## src/rtl/sr_frame_reader.sv

```systemverilog
// sr_frame_reader
//   Streams frames out of the SR output FIFO as a valid/ready pixel stream
//   with start-of-frame, end-of-line and end-of-frame sideband flags.
//   The FIFO has a fixed one-cycle read latency, so reads are issued ahead
//   into a 2-entry buffer. This keeps one pixel per cycle flowing while
//   m_ready is held high.
//
// Ports
//   clk_r, rst_n      clock, asynchronous active-low reset
//   enable, abort     start/continue streaming, synchronous flush
//   data_count_r, din FIFO fill level and read data (valid 1 cycle after rd_fifo)
//   rd_fifo           FIFO read strobe
//   m_*               output pixel stream and sideband flags
//   frame_done        one-cycle pulse after the last pixel of a frame is taken
//   led_r             debug status; all zero unless SR_READER_DEBUG_EN is defined
//
// Build option
//   SR_READER_DEBUG_EN : led_r = {frame count mod 8, stall, rd_fifo, m_valid, state}
module sr_frame_reader #(
    parameter int WIDTH        = 320,
    parameter int HEIGHT       = 240,
    parameter int PIXEL_WIDTH  = 24,
    parameter int RD_THRESHOLD = 5
) (
    input  logic                   clk_r,
    input  logic                   rst_n,
    input  logic                   enable,
    input  logic                   abort,
    input  logic [9:0]             data_count_r,
    input  logic [PIXEL_WIDTH-1:0] din,
    output logic                   rd_fifo,
    output logic [PIXEL_WIDTH-1:0] m_data,
    output logic                   m_valid,
    input  logic                   m_ready,
    output logic                   m_sof,
    output logic                   m_eol,
    output logic                   m_eof,
    output logic                   frame_done,
    output logic [7:0]             led_r
);
    localparam int XW = (WIDTH  > 1) ? $clog2(WIDTH)  : 1;
    localparam int YW = (HEIGHT > 1) ? $clog2(HEIGHT) : 1;

    typedef enum logic [1:0] {
        IDLE      = 2'd0,
        STREAM    = 2'd1,
        FRAME_END = 2'd2
    } state_e;

    state_e                 state_q, state_d;
    logic [PIXEL_WIDTH-1:0] buf0_q, buf0_d, buf1_q, buf1_d;
    logic [1:0]             cnt_q, cnt_d;
    logic                   inflight_q, inflight_d;
    logic [XW-1:0]          x_q, x_d;
    logic [YW-1:0]          y_q, y_d;

    logic       pop, push, rd, x_last, y_last, fill_ok;
    logic [2:0] occ;

    assign m_valid  = (cnt_q != 2'd0);
    assign m_data   = buf0_q;
    assign pop      = m_valid && m_ready;
    assign push     = inflight_q;
    assign x_last   = (x_q == XW'(WIDTH - 1));
    assign y_last   = (y_q == YW'(HEIGHT - 1));
    // Flags describe the head pixel. They are held low while nothing is presented.
    assign m_sof    = m_valid && (x_q == '0) && (y_q == '0);
    assign m_eol    = m_valid && x_last;
    assign m_eof    = m_valid && x_last && y_last;

    // Slots that will be committed after this cycle. The read issued now lands
    // while those entries are still held, so at most 2 may be committed.
    assign occ      = 3'(cnt_q) + 3'(inflight_q) - 3'(pop);
    assign fill_ok  = (data_count_r > 10'(RD_THRESHOLD));
    // abort also blocks the read here, so no new read is in flight after a flush.
    assign rd       = (state_q == STREAM) && !abort && fill_ok && (occ < 3'd2);
    assign rd_fifo  = rd;

    assign frame_done = (state_q == FRAME_END);

    // FSM next state
    always_comb begin
        state_d = state_q;
        case (state_q)
            IDLE:      if (enable) state_d = STREAM;
            STREAM:    if (pop && x_last && y_last) state_d = FRAME_END;
            FRAME_END: state_d = enable ? STREAM : IDLE;
            default:   state_d = IDLE;
        endcase
        if (abort) state_d = IDLE;
    end

    // Buffer, in-flight tracking and pixel position
    always_comb begin
        buf0_d     = buf0_q;
        buf1_d     = buf1_q;
        cnt_d      = cnt_q + {1'b0, push} - {1'b0, pop};
        inflight_d = rd;
        x_d        = x_q;
        y_d        = y_q;

        if (pop) begin
            buf0_d = buf1_q;
            if (push) begin
                if (cnt_q == 2'd1) buf0_d = din;
                else               buf1_d = din;
            end
        end else if (push) begin
            if (cnt_q == 2'd0) buf0_d = din;
            else               buf1_d = din;
        end

        if (pop) begin
            if (x_last) begin
                x_d = '0;
                y_d = y_last ? '0 : y_q + 1'b1;
            end else begin
                x_d = x_q + 1'b1;
            end
        end

        // A read landing during a flush is simply not counted.
        if (abort) begin
            cnt_d      = 2'd0;
            inflight_d = 1'b0;
            x_d        = '0;
            y_d        = '0;
        end
    end

    always_ff @(posedge clk_r or negedge rst_n) begin
        if (!rst_n) begin
            state_q    <= IDLE;
            buf0_q     <= '0;
            buf1_q     <= '0;
            cnt_q      <= 2'd0;
            inflight_q <= 1'b0;
            x_q        <= '0;
            y_q        <= '0;
        end else begin
            state_q    <= state_d;
            buf0_q     <= buf0_d;
            buf1_q     <= buf1_d;
            cnt_q      <= cnt_d;
            inflight_q <= inflight_d;
            x_q        <= x_d;
            y_q        <= y_d;
        end
    end

`ifdef SR_READER_DEBUG_EN
    logic [2:0] fcnt_q;
    logic       stall;

    assign stall = (state_q == STREAM) && !fill_ok;

    always_ff @(posedge clk_r or negedge rst_n) begin
        if (!rst_n)          fcnt_q <= 3'd0;
        else if (frame_done) fcnt_q <= fcnt_q + 3'd1;
    end

    assign led_r = {fcnt_q, stall, rd, m_valid, state_q};
`else
    assign led_r = 8'd0;
`endif

endmodule

```

## config.mk

```make
export PLATFORM = sky130hd
export DESIGN_NAME = sr_frame_reader
export DESIGN_NICKNAME = d
export VERILOG_FILES = /design/src/rtl/sr_frame_reader.sv
export SDC_FILE = /design/constraint.sdc
export NUM_CORES = 1
export LEC_CHECK = 0
export ABC_AREA = 1
export BUFFER_PORTS_ARGS = -buffer_cell sky130_fd_sc_hd__buf_4
export CAP_MARGIN = 10
export CORE_MARGIN = 10
export CORE_UTILIZATION = 40
export DETAILED_ROUTE_END_ITERATION = 10
export SLEW_MARGIN = 20
export SYNTH_ARGS = -nofsm -noshare
export SYNTH_HDL_FRONTEND = slang
export SYNTH_SLANG_ARGS = --single-unit
```

## constraint.sdc

```tcl
create_clock -name clk_r -period 6.45 [get_ports clk_r]
set_clock_uncertainty 0.1 [all_clocks]
set_input_delay 0.3225 -clock clk_r [delete_from_list [all_inputs] [get_ports clk_r]]
set_output_delay 0.3225 -clock clk_r [all_outputs]
set_load 0.02 [all_outputs]
```

==> metrics.txt <==
initial detailed-routing violation count=99; Routed WL per cell=13.9 um; Clock Path Buffers=2; post-route ant nets=0; postcts setup bufs=0; Worst EP arrival=2.91 ns; nets@finish=544; hpwl dp=5870 um; drt via density=4.87; most common cell after layout, fill and taps aside=nand2_1; Leakage=0.00214 uW; Area Overhead vs Synth=20.2%; CTS sink count=70; # resized after CTS=0; Sw Ratio=0.392; RSZ-0062 raised after global routing=false; DIE WIDTH=115 um; synth warn=0; Clk Latency, worst-skew pair=0.34 ns; Layout fillers=855; Reg clk slew, reported paths=0.08 ns; I/O pin count=77; minimum clock period=3.33 ns; antenna cells=0; die area=13300 um^2; Initial Utilization=0.414; Max H-tree Level=3; CP max FO=30; vias in the first global route=3016; initial antenna violation count=0; core area=8810 um^2; worst vdd ir=0.000175 V; Worst setup EP type=output port; final core utilization=0.498; Rel. slew slack=0.391; Die Y=115 um; Fin. Hold Viols=0; pwr/cell area=419 nW/um^2; DR vias=2983; Synth Register Bits=70; worst hold path type=input port to asynchronous set/reset pin; Mapped Cells=440; TritonCTS clock tree=built; clock share of power=0.215; drt drc=0; layout cells sized above 1=0.218; Detailed Routing Iterations Pass 1=5; most frequent cells in the layout=nand2_1, dfrtp_1, buf_4, nor2_1, inv_1; outcome=finished, final reports clean; Netlist cell types=32; Num CTS Buffers=9; CP required=6.03 ns; Cell Area, Synth=3650 um^2; CTS Hold Buffers Added=0; Port Buf Inserts=67; WS Path Type=flip-flop to output port; RePlAce Congestion=0.858; site row count=34; synthesized area per cell=8.29 um^2; cell internal pwr=1120 uW; sequential share of power=0.370; total track usage=0.129; switching pwr=721 uW; clk root buf=clkbuf_8; first-pass GRT wire length=14200 um; Slew Viols, Final=0; multi-input logic area=1530 um^2; Congestion Overflow GR=0; register area=1750 um^2; total routed wirelength=8510 um; period utilization=0.516; startpoint types=flip-flop; max frequency=300 MHz; max_cap viols=0; pin count of the biggest net entering global routing=71; final setup fails=0; Least-Margin Pin Slew=0.911 ns; sequential share of the synthesized area=0.480; setup TNS=0 ns; Gate power share=0.415
==> power by group through the flow <==
| stage | clock network, uW | logic [uW] | registers (uW) |
|---|---|---|---|
| after global placement | 0 | 738 | 685 |
| after detailed placement | 0 | 751 | 690 |
| final | 395 | 763 | 680 |
| after CTS | 403 | 754 | 682 |
| after floorplan | 0 | 447 | 762 |
| after global routing | 423 | 855 | 701 |
==> cells in the mapped netlist (all sizes together) <==
library cell,number,area share
or2,1,0.0017
nor4,2,0.0034
buf,24,0.056
nor3,3,0.0041
nand4,5,0.0086
nand2,107,0.12
o21ai,38,0.059
ha,5,0.017
fa,1,0.0055
a21o,2,0.0041
inv,49,0.050
o31ai,1,0.0021
nand3,47,0.071
nor2,49,0.055
xor2,4,0.0096
a31oi,26,0.045
clkbuf,4,0.0051
o211ai,1,0.0034
conb,1,0.0010
dfrtp,70,0.48
==> kinds of logic after synthesis <==
group                      after synthesis  synth area share
other                                    1           0.00103
and+or+nand+nor                        214             0.261
xor gates and xnor gates                 4           0.00960
buffers and inverters                   77             0.111
AOI/OAI and AO/OA                       68             0.114
DFF                                     70             0.480
adders and majority gates                6            0.0226
==> path summary, 6_finish.rpt <==
check / start / to / cells after the start / slack (ns)
worst min-delay path: rst_n / y_q[4]$_DFFE_PN0P_ / 1 / 0.01
min in group clk_r: abort / cnt_q[0]$_DFF_PN0_ / 2 / 0.13
worst max register to register: cnt_q[1]$_DFF_PN0_ / inflight_q$_DFF_PN0_ / 9 / 3.88
worst min register to register: buf1_q[20]$_DFFE_PN0P_ / buf1_q[20]$_DFFE_PN0P_ / 2 / 0.39
worst max-delay path: cnt_q[1]$_DFF_PN0_ / rd_fifo / 10 / 3.12
max in group asynchronous: rst_n / m_data[21]$_DFFE_PN0P_ / 1 / 5.67
==> state kept, by name, indices dropped and copies added (netlist names) <==
signal      cells
state_q         2
cnt_q           2
buf1_q         24
m_data         24
y_q             8
x_q             9
inflight_q      1
==> metal layers <==
metal  part of all wire  track usage  vias to the layer above
met2               0.46        0.208                       65
met1               0.48        0.163                     1380
met4             0.0054       0.0355                        0
met5                  0            0                        -
li1                   -            -                     1534
met3              0.053       0.0419                        4
==> stage by stage <==
step | area [um^2] | total power (uW) | hold slack [ns] | cells | worst slack [ns]
5_1_grt | 4380 | 1980 | 0.0770 | 612 | 2.87
6_report | 4380 | 1840 | 0.0117 | 612 | 3.12
4_1_cts | 4330 | 1840 | 0.0434 | 610 | 3.04
2_1_floorplan | 3670 | 1210 | -0.0731 | 447 | 3.88
3_3_place_gp | 4110 | 1420 | 0.366 | 594 | 3.46
3_5_place_dp | 4110 | 1440 | 0.374 | 594 | 3.41
==> area by class of cell <==
class	count	area share
Clock buffer	11	0.0322
Clock inverter	5	0.0188
Inverter	49	0.0420
Multi-Input combinational cell	300	0.349
Sequential cell	70	0.400
Tap cell	108	0.0308
Timing Repair Buffer	69	0.127
==> worst max-delay path, stage by stage, from the launching register on <==
cell     delay [ns]
dfrtp_1        0.47
nor2_2         0.11
nor2_4         0.59
nand2_1        0.21
nand2_1        0.11
ha_1           0.16
fa_1           0.41
inv_1          0.08
nand3_1        0.10
a31oi_1        0.17
buf_4          0.17
No activity file was read; power rests on OpenSTA's default activity.
